`src/rtl/uart_rx_parity_engine.sv`:
```
// Serial parity checker for the UART receive path: accumulates parity as data bits
// arrive, checks the received parity bit, and tracks sequencing and parity errors.
module uart_rx_parity_engine #(
   parameter int DATA_WIDTH = 8,
   parameter int CNT_WIDTH  = 8
) (
   input  logic                 CLK,
   input  logic                 RST,
   input  logic                 par_en,
   input  logic [1:0]           par_mode,
   input  logic                 frame_start,
   input  logic                 data_bit_vld,
   input  logic                 par_bit_vld,
   input  logic                 sampled_bit,
   input  logic                 err_clr,
   output logic                 par_done,
   output logic                 par_err,
   output logic                 seq_err,
   output logic                 par_err_sticky,
   output logic [CNT_WIDTH-1:0] par_err_cnt
);

   localparam int BCW = $clog2(DATA_WIDTH + 1);
   localparam logic [BCW-1:0]       LAST_BIT = BCW'(DATA_WIDTH - 1);
   localparam logic [BCW-1:0]       BIT_ONE  = BCW'(1);
   localparam logic [CNT_WIDTH-1:0] CNT_ONE  = CNT_WIDTH'(1);
   localparam logic [CNT_WIDTH-1:0] CNT_MAX  = '1;

   typedef enum logic [1:0] {IDLE, ACCUM, WAIT_PAR} state_t;

   state_t         state;
   state_t         state_nxt;
   logic [1:0]     mode_q;
   logic           acc;
   logic [BCW-1:0] bit_cnt;
   logic           load_frame;
   logic           acc_upd;
   logic           chk_fire;
   logic           seq_fire;
   logic           exp_bit;
   logic           new_err;

   always_ff @(posedge CLK or negedge RST) begin
      if (!RST) state <= IDLE;
      else      state <= state_nxt;
   end

   // Priority: par_en drop aborts, then frame_start restarts, then per-state handling.
   // A parity pulse always wins over a same-cycle data pulse.
   always_comb begin
      state_nxt  = state;
      load_frame = 1'b0;
      acc_upd    = 1'b0;
      chk_fire   = 1'b0;
      seq_fire   = 1'b0;
      if (!par_en) begin
         state_nxt = IDLE;
      end else if (frame_start) begin
         load_frame = 1'b1;
         state_nxt  = ACCUM;
      end else begin
         case (state)
            ACCUM: begin
               if (par_bit_vld) begin
                  seq_fire  = 1'b1;
                  state_nxt = IDLE;
               end else if (data_bit_vld) begin
                  acc_upd = 1'b1;
                  if (bit_cnt == LAST_BIT) state_nxt = WAIT_PAR;
               end
            end
            WAIT_PAR: begin
               if (par_bit_vld) begin
                  chk_fire  = 1'b1;
                  state_nxt = IDLE;
               end
            end
            default: ;
         endcase
      end
   end

   always_comb begin
      exp_bit = 1'b0;
      case (mode_q)
         2'b00:   exp_bit = acc;
         2'b01:   exp_bit = ~acc;
         2'b10:   exp_bit = 1'b1;
         default: exp_bit = 1'b0;
      endcase
      new_err = chk_fire & (exp_bit ^ sampled_bit);
   end

   always_ff @(posedge CLK or negedge RST) begin
      if (!RST) begin
         mode_q         <= 2'b00;
         acc            <= 1'b0;
         bit_cnt        <= '0;
         par_done       <= 1'b0;
         par_err        <= 1'b0;
         seq_err        <= 1'b0;
         par_err_sticky <= 1'b0;
         par_err_cnt    <= '0;
      end else begin
         par_done <= chk_fire;
         seq_err  <= seq_fire;
         if (load_frame) begin
            mode_q  <= par_mode;
            acc     <= 1'b0;
            bit_cnt <= '0;
         end else if (acc_upd) begin
            acc     <= acc ^ sampled_bit;
            bit_cnt <= bit_cnt + BIT_ONE;
         end
         if (chk_fire) par_err <= exp_bit ^ sampled_bit;
         // A new error in the same cycle as err_clr leaves one counted error.
         if (new_err)      par_err_sticky <= 1'b1;
         else if (err_clr) par_err_sticky <= 1'b0;
         if (err_clr)
            par_err_cnt <= new_err ? CNT_ONE : '0;
         else if (new_err && par_err_cnt != CNT_MAX)
            par_err_cnt <= par_err_cnt + CNT_ONE;
      end
   end

endmodule

```
`config.mk`:
```
export PLATFORM = sky130hd
export DESIGN_NAME = uart_rx_parity_engine
export DESIGN_NICKNAME = d
export VERILOG_FILES = /design/src/rtl/uart_rx_parity_engine.sv
export SDC_FILE = /design/constraint.sdc
export NUM_CORES = 1
export LEC_CHECK = 0
export BUFFER_PORTS_ARGS = -buffer_cell sky130_fd_sc_hd__buf_4
export CORE_MARGIN = 2
export CORE_UTILIZATION = 40
export CTS_CLUSTER_DIAMETER = 40
export DETAILED_ROUTE_END_ITERATION = 8
export PLACE_DENSITY = 0.75
export SLEW_MARGIN = 40
export SYNTH_ARGS = -nofsm -noshare
export SYNTH_HDL_FRONTEND = slang
export SYNTH_SLANG_ARGS = --single-unit
export TNS_END_PERCENT = 5
```
`constraint.sdc`:
```
create_clock -name CLK -period 1.6 [get_ports CLK]
set_input_delay 0.16 -clock CLK [delete_from_list [all_inputs] [get_ports CLK]]
set_output_delay 0.16 -clock CLK [all_outputs]
set_load 0.05 [all_outputs]
```
Word level (Yosys, flattened, before mapping)
Cells that the tools add are included.
{ "classes": {"n_addsub": 2, "n_bitwise": 4, "reduce_logical": 6, "mux": 31, "eq_ne": 10} }
{ "op_table": {"columns": ["op", "n"], "rows": [
  ["two-way mux 1 bit", 19],
  ["two-way mux 8 bit", 2],
  ["two-way mux 2 bit", 6],
  ["inequality test 5 bit, second input constant", 2],
  ["adder 8 x 1 -> 8 bit, second input constant", 1],
  ["two-way mux 4 bit", 2],
  ["inequality test 8 bit, second input constant", 1],
  ["nonzero test 2 bit", 3],
  ["adder 4 x 1 -> 4 bit, second input constant", 1],
  ["== test 2 x 1 -> 1 bit, second input constant", 2],
  ["== test 2 bit, second input constant", 2],
  ["== test 4 x 3 -> 1 bit, second input constant", 1],
  ["inequality test 4 x 1 -> 1 bit, second input constant", 1],
  ["inequality test 4 bit, second input constant", 1],
  ["case mux 2 bit (2 select lines)", 1],
  ["AND reduction 4 bit", 1],
  ["case mux 1 bit (3 select lines)", 1],
  ["zero test 2 bit", 1],
  ["XOR 1 bit", 2],
  ["bitwise AND 1 bit", 1],
  ["logical AND 1 bit", 1],
  ["inverter 1 bit", 1]
]} }
{ "totals": {"wordCells": 62, "regBits": 21, "input_bits": 10} }

Longest topological paths before layout
Gate-level depths: netlist of the first run.
{ "logic_depth": {"ltp_word": 8, "ltp_mapped": 7, "depth_no_buf": 6} }

Worst setup path before layout of the first run
OpenSTA, ideal clock, no wires.
{ "synth_timing": {"path_type": "register -> register", "startpoint": "reg par_err_cnt[0]", "endpoint": "reg par_err_cnt[4]", "required_ps": 1522, "slack_ps": -210, "path_buffers": 0, "path_stages_with_launch": 6, "setup_ps": 78, "arrival_time_ps": 1733, "period_less_slack_ps": 1810, "path_cell_list": "dfrtp_1 -> ha_1 -> nand3_1 -> o21ai_4 -> or4_1 -> a21oi_1"} }
{ "synth_between": {"elab_chain_len": 3, "word_cells_on_any_way": 6} }
{ "synth_rtl": {"columns": ["element", "line", "source"], "rows": [
  ["start, declared", "20", "output logic [CNT_WIDTH-1:0] par_err_cnt"],
  ["start signal, assigned", "120", "par_err_cnt <= new_err ? CNT_ONE : '0;"],
  ["start signal, assigned", "122", "par_err_cnt <= par_err_cnt + CNT_ONE;"],
  ["adder 8 x 1 -> 8 bit / inequality test 8 bit (equally long branches)", "122, 121", null],
  ["two-way mux 8 bit / logical AND 1 bit (equally long branches)", "121", "else if (new_err && par_err_cnt != CNT_MAX)"],
  ["two-way mux 8 bit / nonzero test 2 bit (equally long branches)", null, null]
]} }
Parallel ways exist; a longest one is shown, timed or not. The select of a mux whose other input is x is not followed.
A chain may end at the register's enable or synchronous reset.

Worst setup path in the final report of the first run
{ "layout_timing": {"startpoint": "reg state[0]", "endpoint": "reg par_err_cnt[5]"} }
{ "layout_between": {"elab_chain_len": 7} }
{ "layout_rtl": {"columns": ["element", "line", "source"], "rows": [
  ["start, declared", "31", "state_t state;"],
  ["start signal, assigned", "45", "else state <= state_nxt;"],
  ["== test 2 bit", "62", "case (state)"],
  ["two-way mux 1 bit", "62", null],
  ["two-way mux 1 bit", "58", "end else if (frame_start) begin"],
  ["two-way mux 1 bit", "56", "if (!par_en) begin"],
  ["bitwise AND 1 bit", "91", "new_err = chk_fire & (exp_bit ^ sampled_bit);"],
  ["logical AND 1 bit", "121", null],
  ["nonzero test 2 bit (no line)", null, null]
]} }
Every way passes these cells.

==> results of run 1 <==
-- synth_stat cells --
master      n  area [um2]
dfrtp_1    21         526
inv_1      10        37.5
o21ai_0     8        40.0
a21oi_1     6        30.0
nand3_1     6        30.0
nor2_1      5        18.8
ha_1        4        50.1
nand2_1     4        15.0
o311ai_0    4        35.0
mux2_2      3        33.8
o41ai_1     3        26.3
a21o_1      2        15.0
clkbuf_1    2        7.51
nor3b_1     2        15.0
o211ai_1    2        15.0
or2_2       2        12.5
xnor2_1     2        17.5
a2111oi_0   1        8.76
a31o_2      1        8.76
and3_1      1        6.26
and4b_1     1        10.0
buf_2       1        5.00
buf_6       1        11.3
mux2i_1     1        10.0
nand2b_1    1        6.26
nand3b_1    1        7.51
nand4_1     1        6.26
nand4b_1    1        8.76
nor2b_1     1        6.26
nor3_1      1        5.00
nor4_1      1        6.26
o2111ai_1   1        8.76
o21ai_4     1        16.3
o31ai_1     1        7.51
or2_1       1        6.26
or3_1       1        6.26
or4_1       1        7.51
xnor2_2     1        16.3
xor2_1      1        8.76
-- stage by stage --
stage / area [um2] / power (W) / setup TNS, ps / cells
2_1_floorplan: 1120 / 0.000715 / -46.7 / 108
3_3_place_gp: 1360 / 0.000803 / -30.4 / 165
3_5_place_dp: 1360 / 0.000811 / -281 / 165
4_1_cts: 1420 / 0.00108 / -159 / 170
5_1_grt: 1460 / 0.00114 / -877 / 170
6_report: 1460 / 0.00108 / -197 / 170
-- worst max-delay path, delay by kind of cell (launching register included) --
family                     cells  cell delay, ps
AOI/OAI and AO/OA              3             670
adders and majority gates      1             150
buffers and inverters          1              60
DFF                            1             400
and+or+nand+nor                1             270
-- cells in the final DEF (no fill, tap or decap), drive strengths merged --
master / count
a2111oi: 1
a21o: 2
a21oi: 6
a31o: 1
and3: 1
and4b: 1
buf: 30
clkbuf: 3
clkinv: 1
dfrtp: 21
dlygate4sd3: 1
ha: 4
inv: 10
mux2: 3
mux2i: 1
nand2: 4
nand2b: 1
nand3: 6
nand3b: 1
nand4: 1
nand4b: 1
nor2: 5
nor2b: 1
nor3: 1
nor3b: 2
nor4: 1
o2111ai: 1
o211ai: 2
o21ai: 9
o311ai: 4
o31ai: 1
o41ai: 3
or2: 3
or3: 1
or4: 1
xnor2: 3
xor2: 1
-- per-layer routing --
metal  global-route usage (%)  vias up  share of wire [%]
li1                         -      456                  -
met2                     28.9       27                 53
met5                        0        -                  0
met3                     5.07        4                5.1
met4                     3.06        0                1.2
met1                     20.9      463                 41
-- what timing repair did --
action	in CTS	in global routing
hold buffers	1	0
cloned	0	0
endpoints found under the hold margin	21	0
endpoints found under the setup margin	7	10
setup buffers	0	0
pin swaps	5	4
resized for setup	8	8
-- final cells by class --
cell class / instances / area [um2]
Clock buffer: 3 / 22.5
Clock inverter: 1 / 5.00
Fill cell: 243 / 1230
Inverter: 10 / 37.5
Multi-Input combinational cell: 73 / 583
Sequential cell: 21 / 533
Tap cell: 31 / 38.8
Timing Repair Buffer: 31 / 235
-- flip-flops by register name, indices dropped and copies added (netlist names) --
signal,count
state,2
par_err,1
par_done,1
mode_q,2
acc,1
seq_err,1
par_err_sticky,1
bit_cnt,4
par_err_cnt,8
-- where the power goes --
part,total (W),switching (W),leakage (nW),internal (W)
registers,0.000569,0.0000156,0.276,0.000553
logic,0.000257,0.000152,0.379,0.000105
clock network,0.000257,0.000164,0.0177,0.0000932
-- path summary, 6_finish.rpt --
path / end / slack [ps] / cells after the start
setup / recovery: par_err_cnt[5] / -70 / 6
hold / removal: state[1] / 40 / 2
setup reg to reg: par_err_cnt[5] / -70 / 6
hold reg to reg: bit_cnt[0] / 520 / 1
max in group asynchronous: par_err_cnt[4] / 1110 / 2
min in group asynchronous: par_err_sticky / 260 / 2
-- kinds of logic (layout without fill, tap and decap cells) --
group | Yosys count | in the layout | share of synthesized area (%)
flops | 21 | 21 | 47.4
simple gates | 31 | 31 | 15.7
mux | 4 | 4 | 3.95
fa+ha+maj | 4 | 4 | 4.51
compound gates | 30 | 30 | 19.1
xor+xnor | 4 | 4 | 3.84
buf+inv | 14 | 45 | 5.53
==> metrics.txt, run 1 <==
Synth cell types 39; Synthesis Warnings 0; share of cells above drive strength 1 43.2%; Post-Synthesis Cell Area 1110 um2; drt pass-1 iters 4; WL/cell 14.2 um; Slew @ Worst Pin between 400 and 500 ps; Pins Over Slew Limit 0; DR vias/cell 5.59; largest buffer count on any clock path 2; Post-Route Utilization a little over half; first-pass GRT wire length between 4 and 5 mm; gr usage total between 10% and 20%; Die Y 56.6 um; failing checks setup timing; crit-path cells inv_1 -> ha_1 -> and4b_2 -> o211ai_1 -> o311ai_2 -> o41ai_2; Post-DRT Antenna Nets 0; Ant. Diodes 0; die area 3210 um2; launching element type of the critical path register; HPWL after DPL 1.78 mm; hold slack 35.5 ps; # IOs 22; Pleak slightly below 0.7 nW; Worst EP required 1780 ps; CTS tree yes; antenna violations before repair 0; Remaining Overflow, GRT 0; pre-CTS setup slack -108 ps; max_cap viols 0; largest net degree at the start of global routing 22; total number of vias 950; Seq/Total Area, Yosys 47.4%; Initial Utilization 41.3%; Core Box Area 2690 um2; Crit Path Class register to register; hold path start frame_start; Critical Path Fanout Max 5; Final Cycle Share 104%; fin crit period around 1700 ps; clock tree sinks 21; Hold Crit Class input pin to register; Residual DRC 0; CTS HTree Levels 1; FF+latch count, synth 21; Mapped Cells 108; Worst VDD drop approximately 0.77 mV; final hold viol count 0; Total Routed Length 2.41 mm; FP Rows 19; Clock Latency Late Sink 300 ps; outcome finished with violations; Die W ~57 um; Critical R2R Launch state[0]; clock tree root buffer cell clkbuf_4; Clock Skew just over 1 ps; critical path endpoint category register; Mean Syn Cell Area 10.3 um2; fmax 600 MHz; post-route setup slack -66.6 ps; number of buffers created by CTS 3; IO buf count 21; Worst Setup SP state[0]; vias in the first global route 944; Layout area overhead 31.3%; RSZ-0062 raised after global routing true; final layout net count 154; Rel. slew slack 70.2%; clock-pin slew on the worst setup and hold paths around 120 ps; CP max stage cell dfrtp_1; DR iter-0 viols 7; Setup Viol. Count Final 4; PD cells 744 nW/um2; GPL Wtd Cong around 0.82; WP data arrival 1850 ps; Critical Path Max Stage Delay about 400 ps; Syn Nets around 120
(Power assumes the default switching activity.)
==> run 2: changes to the inputs <==
--- a/config.mk
+++ b/config.mk
@@ -5,6 +5,8 @@
 export SDC_FILE = /design/constraint.sdc
 export NUM_CORES = 1
 export LEC_CHECK = 0
+export ABC_AREA = 1
+export ABC_CLOCK_PERIOD_IN_PS = 1600
 export BUFFER_PORTS_ARGS = -buffer_cell sky130_fd_sc_hd__buf_4
 export CORE_MARGIN = 2
 export CORE_UTILIZATION = 40
==> run 2 against run 1 <==
Net effect: the flow finishes with violations (DRC); clock power about the same; power shrank 6.7%; core utilization is 2.6 points lower; critical path depth up 2; routed wire length fell by 0.17%; clock skew rose by 10 ps; count of clock-buffer cells in the layout unchanged; final cell count up 22%; first-iteration DRC count rose to 4.4 times the previous value; critical path type unchanged; critical endpoint unchanged; largest cell class unchanged.
==> metrics.txt, run 2 <==
Post-Synth Adder-Cell Area 4.18% (was 4.51%); Remaining Overflow, GRT 0 (unchanged); Hold Crit Class input pin to register (unchanged); Initial Utilization 42.7% (was 41.3%); Die Y 58.7 um (was 56.6 um); PD cells 698 nW/um2 (was 744 nW/um2); Yosys top cell area share 43.9% (was 47.4%); largest net degree at the start of global routing 22 (unchanged); clock-pin slew on the worst setup and hold paths 120 ps (about the same); Rel. slew slack 71.3% (was 70.2%); top cells by area, synth dfrtp_1, nand2_1, nand3_1 (was dfrtp_1, ha_1, o21ai_0); Slew @ Worst Pin 430 ps (was 446 ps); GPL Wtd Cong 0.851 (was 0.822); antenna violations before repair 0 (unchanged); clock tree root buffer cell clkbuf_4 (unchanged); Setup TNS 0 ps (was -197 ps); total number of vias 1076 (was 950); Syn Nets 164 (was 122); DR vias/cell 5.17 (was 5.59); most common cell in the synthesized netlist nand2_1 (was dfrtp_1); R2R setup slack 110 ps (was -70 ps); HPWL after DPL 1.87 mm (was 1.78 mm); Pins Over Slew Limit 0 (unchanged); Filler Cells Inserted 280 (was 243); Pleak 0.789 nW (was 0.673 nW); Final Cycle Share 92.9% (was 104%); fin crit period 1490 ps (was 1670 ps); fmax 673 MHz (was 600 MHz); WP data arrival 1740 ps (was 1850 ps); # IOs 22 (unchanged); launching element type of the critical path register (unchanged); crit path to par_err_cnt[5] (unchanged); worst r2r dst par_err_cnt[5] (unchanged); Register-to-Register Path Depth 8 (was 6); RSZ-0062 raised after global routing false (was true); Post-DRT Antenna Nets 0 (unchanged); largest buffer count on any clock path 2 (unchanged); Synth top cells by count nand2_1, nand3_1, dfrtp_1 (was dfrtp_1, inv_1, o21ai_0); first-pass GRT wire length 4.15 mm (was 4.24 mm); gr usage total 15.3% (was 16.8%); Core Box Area 2810 um2 (was 2690 um2); Synth async-reset ratio 100% (unchanged); Seq/Total Area, Yosys 43.9% (was 47.4%); dominant cell type by area after synthesis dfrtp_1 (unchanged); number of buffers created by CTS 3 (unchanged); drt pass-1 iters 6 (was 4); CTS HTree Levels 1 (unchanged); non-filler cells, final 208 (was 170); Worst Setup SP state[0] (unchanged); commonest non-fill, non-tap cell in the layout nand2_1 (was buf_4); Layout area overhead 20.8% (was 31.3%); Clock Latency Late Sink 300 ps (about the same); Post-Synthesis Cell Area 1200 um2 (was 1110 um2); Top reg by flops par_err_cnt (unchanged); outcome finished with violations (unchanged); Setup Viol. Count Final 0 (was 4); final hold viol count 0 (unchanged); Crit Path Class register to register (unchanged); Residual DRC 3 (was 0); mux cell area share after synthesis 0% (was 3.95%); largest family of logic cells by synthesized area simple AND/OR/NAND/NOR gates (was compound AO/OA/AOI/OAI gates); failing checks DRC (was setup timing); FP Rows 19 (unchanged); share of cells above drive strength 1 23.2% (was 43.2%); Synth Area in Compound Gates 3.34% (was 19.1%); Top Registers par_err_cnt (8), bit_cnt (4) (unchanged); Critical R2R Launch state[0] (unchanged); die area 3450 um2 (was 3210 um2); DR iter-0 viols 31 (was 7); Total Routed Length 2.40 mm (was 2.41 mm); critical path endpoint category register (unchanged); Worst EP required 1850 ps (was 1780 ps); CTS tree yes (unchanged); Synthesis Warnings 0 (unchanged); xor/xnor share of the synthesized area 4.39% (was 3.84%); Mean Syn Cell Area 7.98 um2 (was 10.3 um2); Post-Synth Simple-Gate Area 37.8% (was 15.7%); Synth cell types 21 (was 39); Die W 58.7 um (was 56.6 um); # placed instances 201 (was 165); vias in the first global route 998 (was 944); FF+latch count, synth 21 (unchanged); Worst VDD drop 0.419 mV (was 0.768 mV); IO buf count 21 (unchanged); WL/cell 11.6 um (was 14.2 um); EDFF count, synth 0 (unchanged); Ant. Diodes 0 (unchanged); final layout net count 192 (was 154); Post-Route Utilization 51.6% (was 54.2%); most frequent cells in the layout nand2_1, nand3_1, buf_4, dfrtp_1, inv_1 (was buf_4, dfrtp_1, inv_1); Critical Path Fanout Max 4 (was 5); clock tree sinks 21 (unchanged); Synth Flop Type dfrtp_1 (unchanged); max reg flops 8 (unchanged); Clock Skew 11.4 ps (was 1.01 ps); Mapped Cells 150 (was 108); max_cap viols 0 (unchanged)
run 2: cell count changes after synthesis, sizes merged, moves of 3 or more:
cell / before / now
nor3: 1 / 4
nand2: 4 / 42
o311ai: 4 / 0
xor2: 1 / 4
mux2: 3 / 0
inv: 10 / 19
a21oi: 6 / 2
nand3: 6 / 29
nor2: 5 / 13
o21ai: 9 / 6
o41ai: 3 / 0
or2: 3 / 0
run 2: timing repair:
item                       in CTS  in global routing
buffers inserted                0                  2
setup endpoints to repair       0                  5
resized for setup               0                  1
hold buffers                    1                  0
hold endpoints to repair       21                  0
run 2: cell families after synthesis:
logic type | Yosys count
simple gates | 91
compound gates | 8
fa+ha+maj | 4
flops | 21
xor+xnor | 6
buf+inv | 20
run 2: worst min path at each step:
stage,startpoint,cells after the start,to
finish,par_mode[0],3,mode_q[0]
global route,par_mode[0],3,mode_q[0]
CTS,par_mode[0],3,mode_q[0]
detailed placement,RST,1,par_err_cnt[6]
global placement,RST,1,par_err_cnt[6]
floorplan,RST,0,acc
run 2: area by class of cell:
type / instances / area [um2] / area share, %
clock inverter: 1 / 5.00 / 0.346
inverter: 19 / 71.3 / 4.93
sequential: 21 / 528 / 36.5
tap: 31 / 38.8 / 2.68
timing repair buffer: 24 / 183 / 12.6
multi-input combinational: 109 / 598 / 41.3
clock buffer: 3 / 22.5 / 1.56
run 2: routing by layer:
metal  part of all wire (%)  routed length [um]  vias up  global-route usage [%]
met5                      0                   0        -                       0
met4                      0                   0        0                    4.55
met3                    4.2                 100        0                    2.42
met2                     52                1250       20                    29.1
met1                     44                1060      517                    17.6
li1                       -                   -      539                       -
run 2: power breakdown:
part | total [W] | leakage (nW) | internal, W | switching [W]
logic | 0.000187 | 0.491 | 0.0000615 | 0.000125
registers | 0.000569 | 0.280 | 0.000554 | 0.0000154
clock network | 0.000254 | 0.0177 | 0.0000931 | 0.000161
total | 0.00101 | 0.789 | 0.000708 | 0.000302
run 2: worst max-delay path: stages, from the launching register on:
cell and delay [ps]:
dfrtp_1 400, inv_1 60, ha_2 200, nand3_2 100, nor2_4 190, nand3_2 150, nor2_4 170, nand3_1 80
nand2_1 80
run 2: stage by stage:
| step | power (W) | hold slack [ps] | worst slack (ps) | instance area [um2] |
|---|---|---|---|---|
| 6_report | 0.00101 | 96.6 | 113 | 1450 |
| 5_1_grt | 0.00106 | 104 | 6.28 | 1450 |
| 4_1_cts | 0.00102 | 92.2 | 92.6 | 1430 |
| 3_5_place_dp | 0.000763 | 64.2 | 129 | 1390 |
| 3_3_place_gp | 0.000755 | 60.3 | 177 | 1390 |
| 2_1_floorplan | 0.000692 | -136 | 145 | 1200 |
